### config.mk
export PLATFORM = sky130hd
export DESIGN_NAME = window_framer
export DESIGN_NICKNAME = d
export VERILOG_FILES = /design/src/rtl/window_framer.sv
export SDC_FILE = /design/constraint.sdc
export NUM_CORES = 1
export LEC_CHECK = 0
export ABC_AREA = 1
export BUFFER_PORTS_ARGS = -buffer_cell sky130_fd_sc_hd__buf_4
export CAP_MARGIN = 40
export CORE_MARGIN = 5
export CORE_UTILIZATION = 37
export DETAILED_ROUTE_END_ITERATION = 12
export GPL_ROUTABILITY_DRIVEN = 0
export PLACE_DENSITY_LB_ADDON = 0.1
export SLEW_MARGIN = 20
export SYNTH_ARGS = -nofsm -noshare
export SYNTH_HDL_FRONTEND = slang
export SYNTH_SLANG_ARGS = --single-unit
### constraint.sdc
create_clock -name clk -period 12.1 [get_ports clk]
set_input_delay 2.42 -clock clk [delete_from_list [all_inputs] [get_ports clk]]
set_output_delay 2.42 -clock clk [all_outputs]
set_load 0.1 [all_outputs]
### src/rtl/window_framer.sv
// Window framer: streams one N-sample frame from the filtered-sample RAM,
// applies a 16-bit Hann window and writes the result into the window RAM.
// Frames advance by HOP until the last legal base; then the block parks
// in EXHAUSTED until rewound.
module window_framer #(
  parameter int unsigned N       = 64,
  parameter int unsigned HOP     = 32,
  parameter int unsigned F_DEPTH = 1024
) (
  input  logic                         clk,
  input  logic                         rst,
  input  logic                         start,
  input  logic                         rewind,
  output logic [$clog2(F_DEPTH)-1:0]   f_addr,
  input  logic signed [31:0]           f_dout,
  output logic                         w_we,
  output logic [$clog2(N)-1:0]         w_addr,
  output logic signed [31:0]           w_din,
  output logic                         busy,
  output logic                         done,
  output logic [$clog2(F_DEPTH)-1:0]   frame_base,
  output logic                         frame_last,
  output logic                         exhausted
);

  localparam int unsigned AW        = $clog2(F_DEPTH);
  localparam int unsigned IW        = $clog2(N);
  localparam int unsigned LAST_BASE = F_DEPTH - N;

  typedef enum logic [2:0] {
    S_IDLE,
    S_READ,
    S_DRAIN,
    S_DONE,
    S_EXH
  } state_t;

  state_t          state, state_n;
  logic [IW-1:0]   cnt, cnt_n;
  logic [AW-1:0]   f_addr_n;
  logic [AW-1:0]   base_n;
  logic            busy_n;
  logic            done_n;
  logic            exh_n;
  logic            last_n;

  // Pipeline: address stage -> (RAM data + ROM coef) stage -> write stage
  logic [15:0]     coef_q;
  logic            rd_v_q;
  logic [IW-1:0]   rd_idx_q;
  logic signed [48:0] prod_c;
  logic            unused_prod_bits;

  // Hann window ROM contents, folded around the centre tap (coef[64-i] = coef[i])
  function automatic logic [15:0] hann_coef(input logic [IW-1:0] i);
    logic [IW-1:0] k;
    logic [15:0]   c;
    k = i[IW-1] ? (IW'(0) - i) : i;
    case (k)
      6'd0:    c = 16'd0;
      6'd1:    c = 16'd158;
      6'd2:    c = 16'd630;
      6'd3:    c = 16'd1411;
      6'd4:    c = 16'd2494;
      6'd5:    c = 16'd3869;
      6'd6:    c = 16'd5522;
      6'd7:    c = 16'd7438;
      6'd8:    c = 16'd9597;
      6'd9:    c = 16'd11980;
      6'd10:   c = 16'd14563;
      6'd11:   c = 16'd17321;
      6'd12:   c = 16'd20228;
      6'd13:   c = 16'd23256;
      6'd14:   c = 16'd26375;
      6'd15:   c = 16'd29556;
      6'd16:   c = 16'd32768;
      6'd17:   c = 16'd35979;
      6'd18:   c = 16'd39160;
      6'd19:   c = 16'd42279;
      6'd20:   c = 16'd45307;
      6'd21:   c = 16'd48214;
      6'd22:   c = 16'd50972;
      6'd23:   c = 16'd53555;
      6'd24:   c = 16'd55938;
      6'd25:   c = 16'd58097;
      6'd26:   c = 16'd60013;
      6'd27:   c = 16'd61666;
      6'd28:   c = 16'd63041;
      6'd29:   c = 16'd64124;
      6'd30:   c = 16'd64905;
      6'd31:   c = 16'd65377;
      6'd32:   c = 16'd65535;
      default: c = 16'd0;
    endcase
    return c;
  endfunction

  // Next-state, address sequencing and registered-output precompute
  always_comb begin
    state_n  = state;
    cnt_n    = cnt;
    f_addr_n = f_addr;
    base_n   = frame_base;
    case (state)
      S_IDLE: begin
        if (rewind) begin
          base_n = '0;
        end else if (start) begin
          state_n  = S_READ;
          f_addr_n = frame_base;
          cnt_n    = '0;
        end
      end
      S_READ: begin
        if (cnt == IW'(N - 1)) begin
          state_n = S_DRAIN;
          cnt_n   = '0;
        end else begin
          cnt_n    = cnt + IW'(1);
          f_addr_n = f_addr + AW'(1);
        end
      end
      S_DRAIN: begin
        // Two cycles let the last sample clear the RAM and multiply stages
        if (cnt == IW'(1)) begin
          state_n = S_DONE;
        end else begin
          cnt_n = cnt + IW'(1);
        end
      end
      S_DONE: begin
        if (frame_base >= AW'(LAST_BASE)) begin
          state_n = S_EXH;
        end else begin
          base_n  = frame_base + AW'(HOP);
          state_n = S_IDLE;
        end
      end
      S_EXH: begin
        if (rewind) begin
          base_n  = '0;
          state_n = S_IDLE;
        end
      end
      default: state_n = S_IDLE;
    endcase
    busy_n = (state_n == S_READ) || (state_n == S_DRAIN);
    done_n = (state_n == S_DONE);
    exh_n  = (state_n == S_EXH);
    last_n = (base_n == AW'(LAST_BASE));
  end

  // Control state and status outputs
  always_ff @(posedge clk) begin
    if (rst) begin
      state      <= S_IDLE;
      cnt        <= '0;
      f_addr     <= '0;
      frame_base <= '0;
      busy       <= 1'b0;
      done       <= 1'b0;
      exhausted  <= 1'b0;
      frame_last <= 1'b0;
    end else begin
      state      <= state_n;
      cnt        <= cnt_n;
      f_addr     <= f_addr_n;
      frame_base <= base_n;
      busy       <= busy_n;
      done       <= done_n;
      exhausted  <= exh_n;
      frame_last <= last_n;
    end
  end

  // Q16.16 sample times unsigned Q0.16 coefficient; keep bits [47:16] (floor)
  assign prod_c           = f_dout * $signed({1'b0, coef_q});
  assign unused_prod_bits = ^{prod_c[48], prod_c[15:0]};

  // ROM read aligned with RAM latency, then product register into the write port
  always_ff @(posedge clk) begin
    if (rst) begin
      coef_q   <= '0;
      rd_v_q   <= 1'b0;
      rd_idx_q <= '0;
      w_we     <= 1'b0;
      w_addr   <= '0;
      w_din    <= '0;
    end else begin
      coef_q   <= hann_coef(cnt);
      rd_v_q   <= (state == S_READ);
      rd_idx_q <= cnt;
      w_we     <= rd_v_q;
      if (rd_v_q) begin
        w_addr <= rd_idx_q;
        w_din  <= prod_c[47:16];
      end
    end
  end

endmodule

==> results.yml, run 1 <==
yosys:
  synth_nets: 3893
  ys.flop_type: "dfxtp_1"
  synthArstFlopShare: 0
  synth_cell_types: 51
  synth_top_cell_by_area: "fa_1"
  syn_inst: 3254
  synthesis.area_mm2: 0.0235
  ys_warn_count: 0
  synth_top_cell_area_share: 0.410
  synth_edf_count: 0
  syn_area_per_cell_um2: 7.23
  synth_seq_cells: 95
  synth_seq_area_share: 0.0809
  yosys-top-cells-area: "fa_1, inv_1, nand2_1"
critical_path:
  critPathRequiredTime_ns: 12.35
  crit_fanout: 16
  cp-start-kind: "input pin"
  critPathCaptureType: "flop"
  setup.worst_path.class: "input pin to flop"
  crit_arrival_ns: 8.15
finish:
  seqCellArea_mm2: 0.00192
  drive_above_1_share: 0.0551
  nets: 3880
  fill_cells: 6688
  multi_input_area_mm2: 0.0176
  synthToLayoutAreaGrowth_pct: 7.73
  final_cells: 4093
cts:
  cts_buffers: 9
  cts_buffer_depth: 2
  clk_latency_ns: 0.35
  cts.sinks: 95
  cts_root_buffer: "clkbuf_16"
  cts_resized: 0
  htree_levels: 3
  cts-hold-fix-buffers: 0
  clk_pin_slew_worst_paths_ns: 0.07
  cts_tree: "yes"
  cts_setup_buffers: 0
routing:
  drc: 0
  drtPass1Iterations: 6
  routed_wl_mm: 70.7
  drtIter0Drc: 1259
  wire_per_inst_um: 17.3
  via_count: 19476
  ant_nets: 0
  routed_via_density: 4.76
power:
  vdd_drop_max_uv: 86.4
  finalPower_mw: 1.51
  power.leakage_nw: 14.8
  power_per_cell_area_mw_per_mm2: 59.7
grt:
  first_global_vias: 20781
  grt_pass1_wl_mm: 115
  grt_max_degree: 62
  antenna_found_initial: 2
  grt_remaining_overflow: 0
  grt.total_usage: 0.211
timing:
  tightest_slew_ns: 0.859
  fin_crit_ns: 7.91
  fin_worst_skew_ns: 0.0124
  fin_crit_sh: 0.653
  max_freq_mhz: 126
  rsz0062_at_grt: "no"
  final_hold_viol_count: 0
  setup_viol: 0
  setup_slack_ns: 4.19
  slew_viol_final: 0
  finalSetupTns_ns: 0
  maxSlewHeadroom: 0.428
floorplan:
  core_area_mm2: 0.0630
  start_util: 0.374
  die_x_um: 262
  die_area_mm2: 0.0687
  die_y_um: 262
  ioPinCount: 99
  rows: 92
placement:
  dp.cells: 4075
  pre_cts_ws_ns: 3.85
  hpwl_mm: 56.9
  io_buffers: 98
job:
  cap_violations: 0
run_status:
  status: "finished clean"
min_path:
  holdCritPathClass: "flop to flop"
cell usage in the layout, fill, tap and decap left out, types with 6 or more instances in the layout:
cell type,Yosys,final
dfxtp_1,95,80
xor2_1,13,13
fa_1,482,482
nand3_1,91,91
o21ai_0,79,79
inv_1,910,909
a31oi_1,6,6
ha_1,121,121
o21bai_1,6,6
o21ai_1,9,9
inv_2,12,13
buf_4,2,106
nand4_1,19,19
o211ai_1,12,12
xnor2_1,8,8
nor3_1,13,13
clkbuf_16,0,9
nand2_1,903,903
a21oi_1,92,92
dfxtp_2,0,15
nor2_1,200,200
buf_12,0,6
sequential cells by signal (all words and copies together) (netlist names):
name        flops
busy            1
cnt             6
coef_q         16
done            1
exhausted       1
f_addr         10
frame_base     10
frame_last      1
rd_idx_q        6
rd_v_q          1
state           3
w_addr          6
w_din          32
w_we            1
synth_stat cells (2+ instances only):
| cell | number |
|---|---|
| a211oi_1 | 5 |
| a21o_1 | 2 |
| a21oi_1 | 92 |
| a31o_2 | 3 |
| a31oi_1 | 6 |
| and2_1 | 3 |
| and3_1 | 2 |
| buf_2 | 5 |
| buf_4 | 2 |
| buf_6 | 4 |
| clkbuf_1 | 126 |
| clkinv_1 | 3 |
| dfxtp_1 | 95 |
| fa_1 | 482 |
| ha_1 | 121 |
| inv_1 | 910 |
| inv_2 | 12 |
| nand2_1 | 903 |
| nand2_2 | 2 |
| nand3_1 | 91 |
| nand4_1 | 19 |
| nor2_1 | 200 |
| nor2_4 | 2 |
| nor3_1 | 13 |
| nor3_2 | 2 |
| o211ai_1 | 12 |
| o21ai_0 | 79 |
| o21ai_1 | 9 |
| o21bai_1 | 6 |
| o22ai_1 | 2 |
| or2_2 | 2 |
| xnor2_1 | 8 |
| xor2_1 | 13 |
report_power, final:
group / internal [mW] / total, mW / switching, mW
Sequential: 0.327 / 0.347 / 0.0203
Combinational: 0.275 / 0.850 / 0.575
Clock: 0.184 / 0.317 / 0.133
Total: 0.786 / 1.51 / 0.728
path summary, 6_finish.rpt:
path	startpoint	end	slack, ns	cells after the start
hold reg to reg	rd_idx_q[1]	w_addr[1]	0.47	2
hold / removal	rd_idx_q[1]	w_addr[1]	0.47	2
setup / recovery	f_dout[31]	w_din[30]	4.19	22
setup reg to reg	coef_q[2]	w_din[30]	5.56	22
kinds of logic after synthesis:
logic type      synth area share
fa+ha+maj                  0.475
xor+xnor                 0.00899
compound gates            0.0538
simple gates               0.210
buf+inv                    0.171
flops                     0.0809
per-stage QoR:
stage | hold slack (ns) | area, um^2 | utilization
final | 0.471 | 25300 | 0.402
after CTS | 0.469 | 25300 | 0.402
after detailed placement | 0.456 | 25000 | 0.397
after global placement | 0.443 | 24800 | 0.394
after global routing | 0.498 | 25300 | 0.402
after floorplan | 0.431 | 23500 | -
final cells by class:
| class | count | share of cell area |
|---|---|---|
| Timing Repair Buffer | 114 | 0.0383 |
| Inverter | 925 | 0.137 |
| Clock buffer | 9 | 0.00889 |
| Clock inverter | 7 | 0.00410 |
| Antenna cell | 1 | 0.0000988 |
| Multi-Input combinational cell | 2096 | 0.694 |
| Sequential cell | 95 | 0.0758 |
| Tap cell | 846 | 0.0418 |
critical path: stages:
cell     delay (ns)
buf_4          0.18
nand2_1        0.16
fa_1           0.68
fa_1           0.69
inv_1          0.20
fa_1           0.43
fa_1           0.55
inv_1          0.05
fa_1           0.53
inv_1          0.05
fa_1           0.44
ha_1           0.48
inv_1          0.15
nor3_1         0.23
and2_1         0.22
nand2_1        0.09
nor2_1         0.09
nand2_1        0.12
nand4_1        0.12
nand3_1        0.11
nand2_1        0.09
inv_1          0.04
metal layers:
layer,GRT usage,part of all wire,vias up
li1,-,-,9249
met1,0.277,0.43,9726
met2,0.387,0.51,433
met3,0.0204,0.041,68
met4,0.0340,0.016,0
met5,0,0,-
(Power assumes the default switching activity.)
==> run 2, diff against run 1 <==
==> constraint.sdc (replaced) <==
create_clock -name clk -period 7.1 [get_ports clk]
set_input_delay 1.42 -clock clk [delete_from_list [all_inputs] [get_ports clk]]
set_output_delay 1.42 -clock clk [all_outputs]
set_load 0.1 [all_outputs]
==> run 2 against run 1 <==
Effect of this change:
- flip-flop and latch count stayed put
- register-to-register slack worse by 4.9 ns
- final cell count rose by 0.54%
- first-iteration DRC count is essentially flat
- combinational power rose by 73%
- sequential share of layout area down 0.081 points
- clock power increased by 63%
- core utilization up 0.066 points
- count of clock-buffer cells in the layout is 1 higher
==> results.yml, run 2 (same netlist as run 1, synthesis figures left out) <==
floorplan:
  die_area_mm2: 0.0687
  die_x_um: 262
  start_util: 0.374
  die_y_um: 262
  core_area_mm2: 0.0630
  ioPinCount: 99
  rows: 92
critical_path:
  crit_arrival_ns: 7.01
  critPathMaxStageDelay_ns: 0.63
  path_common_cell: "fa_1"
  critPathCaptureType: "flop"
  critPathRequiredTime_ns: 7.36
  setup.worst_path.class: "input pin to flop"
  rr_endpoint: "w_din[26]"
  ff2ff_path_depth: 21
  timing.rr.start: "coef_q[2]"
  reg2reg_slack_ns: 0.70
  path_cells: "buf_4 -> nand2_1 -> fa_1 -> fa_1 -> inv_1 -> fa_1 -> fa_1 -> fa_1 -> inv_1 -> fa_1 -> inv_1 -> ha_1 -> nand2_1 -> nor2_1 -> nand2_1 -> nor2_1 -> nand3_1 -> nand4_1 -> nand3_1 -> nand2_1 -> inv_1"
  slowest_stage: "fa_1"
  crit_fanout: 16
  cp-start-kind: "input pin"
placement:
  io_buffers: 98
  pre_cts_ws_ns: -0.0342
  placed_area_mm2: 0.0251
  hpwl_mm: 56.9
  dp.cells: 4099
timing:
  fin_crit_ns: 6.75
  setup_slack_ns: 0.348
  setup_viol: 0
  fin_worst_skew_ns: 0.0103
  maxSlewHeadroom: 0.505
  rsz0062_at_grt: "no"
  final_hold_viol_count: 0
  fin_crit_sh: 0.951
  hold_ws_ns: 0.461
  max_freq_mhz: 148
  slew_viol_final: 0
  tightest_slew_ns: 0.743
  finalSetupTns_ns: 0
grt:
  antenna_found_initial: 1
  grt_max_degree: 63
  grt_pass1_wl_mm: 116
  first_global_vias: 20905
  grt.total_usage: 0.214
  grt_remaining_overflow: 0
finish:
  final_cells: 4115
  final_util: 0.403
  largest_reg_flops: 32
  final_common_cell: "inv_1"
  synthToLayoutAreaGrowth_pct: 7.90
  design_area_mm2: 0.0254
  largest_registers: "w_din: 32 flops, coef_q: 16 flops"
  final_cell_mix: "inv_1, nand2_1, fa_1"
  drive_above_1_share: 0.0569
  nets: 3903
  regMostFlops: "w_din"
job:
  cap_violations: 0
routing:
  via_count: 19666
  drtPass1Iterations: 6
  routed_via_density: 4.78
  wire_per_inst_um: 17.3
  drtIter0Drc: 1258
  drc: 0
  routed_wl_mm: 71.3
  ant_nets: 0
min_path:
  min-delay-start: "rd_idx_q[1]"
  min_path_cells: 2
  holdCritPathClass: "flop to flop"
  min_to: "w_addr[1]"
power:
  vdd_drop_max_uv: 96.7
  power_per_cell_area_mw_per_mm2: 101
  finalPower_mw: 2.56
  power.leakage_nw: 14.9
cts:
  cts.sinks: 95
  cts_buffer_depth: 2
  clk_latency_ns: 0.35
  cts_setup_buffers: 0
  cts_tree: "yes"
  cts_resized: 0
  htree_levels: 3
  cts-hold-fix-buffers: 0
  clk_pin_slew_worst_paths_ns: 0.08
  cts_root_buffer: "clkbuf_16"
  cts_buffers: 9
run_status:
  status: "finished clean"
## run 2: power breakdown
group / switching (mW) / internal [mW] / total, mW
Clock: 0.231 / 0.286 / 0.517
Sequential: 0.0222 / 0.557 / 0.579
Combinational: 0.984 / 0.481 / 1.47
Total: 1.24 / 1.32 / 2.56
## run 2: worst max-delay path by stage
stage / slack, ns / to / cells after the start / start
global placement: 0.005 / w_din[3] / 22 / f_dout[16]
floorplan: 0.20 / w_din[25] / 23 / f_dout[31]
detailed placement: -0.03 / w_din[26] / 21 / f_dout[31]
global route: 0.03 / w_din[31] / 23 / f_dout[31]
CTS: 0.34 / w_din[26] / 21 / f_dout[31]
finish: 0.35 / w_din[26] / 21 / f_dout[31]
## run 2: critical path, delay by kind of cell
family | cells | cell delay, ns
buffers and inverters | 5 | 0.58
and+or+nand+nor | 9 | 1.45
adders and majority gates | 7 | 3.55
## run 2: area by class of cell
| type | instances | area, um^2 |
|---|---|---|
| Sequential cell | 95 | 1900 |
| Antenna cell | 1 | 2.50 |
| Multi-Input combinational cell | 2096 | 17600 |
| Inverter | 925 | 3470 |
| Clock inverter | 5 | 63.8 |
| Fill cell | 6718 | 37600 |
| Timing Repair Buffer | 137 | 1060 |
| Clock buffer | 10 | 239 |
| Tap cell | 846 | 1060 |
## run 2: per-layer routing
| metal | global-route usage | vias up | wire [um] |
|---|---|---|---|
| met4 | 0.0457 | 0 | 1680 |
| met5 | 0 | - | 0 |
| li1 | - | 9296 | - |
| met2 | 0.395 | 449 | 36700 |
| met1 | 0.277 | 9852 | 30000 |
| met3 | 0.0172 | 69 | 2920 |
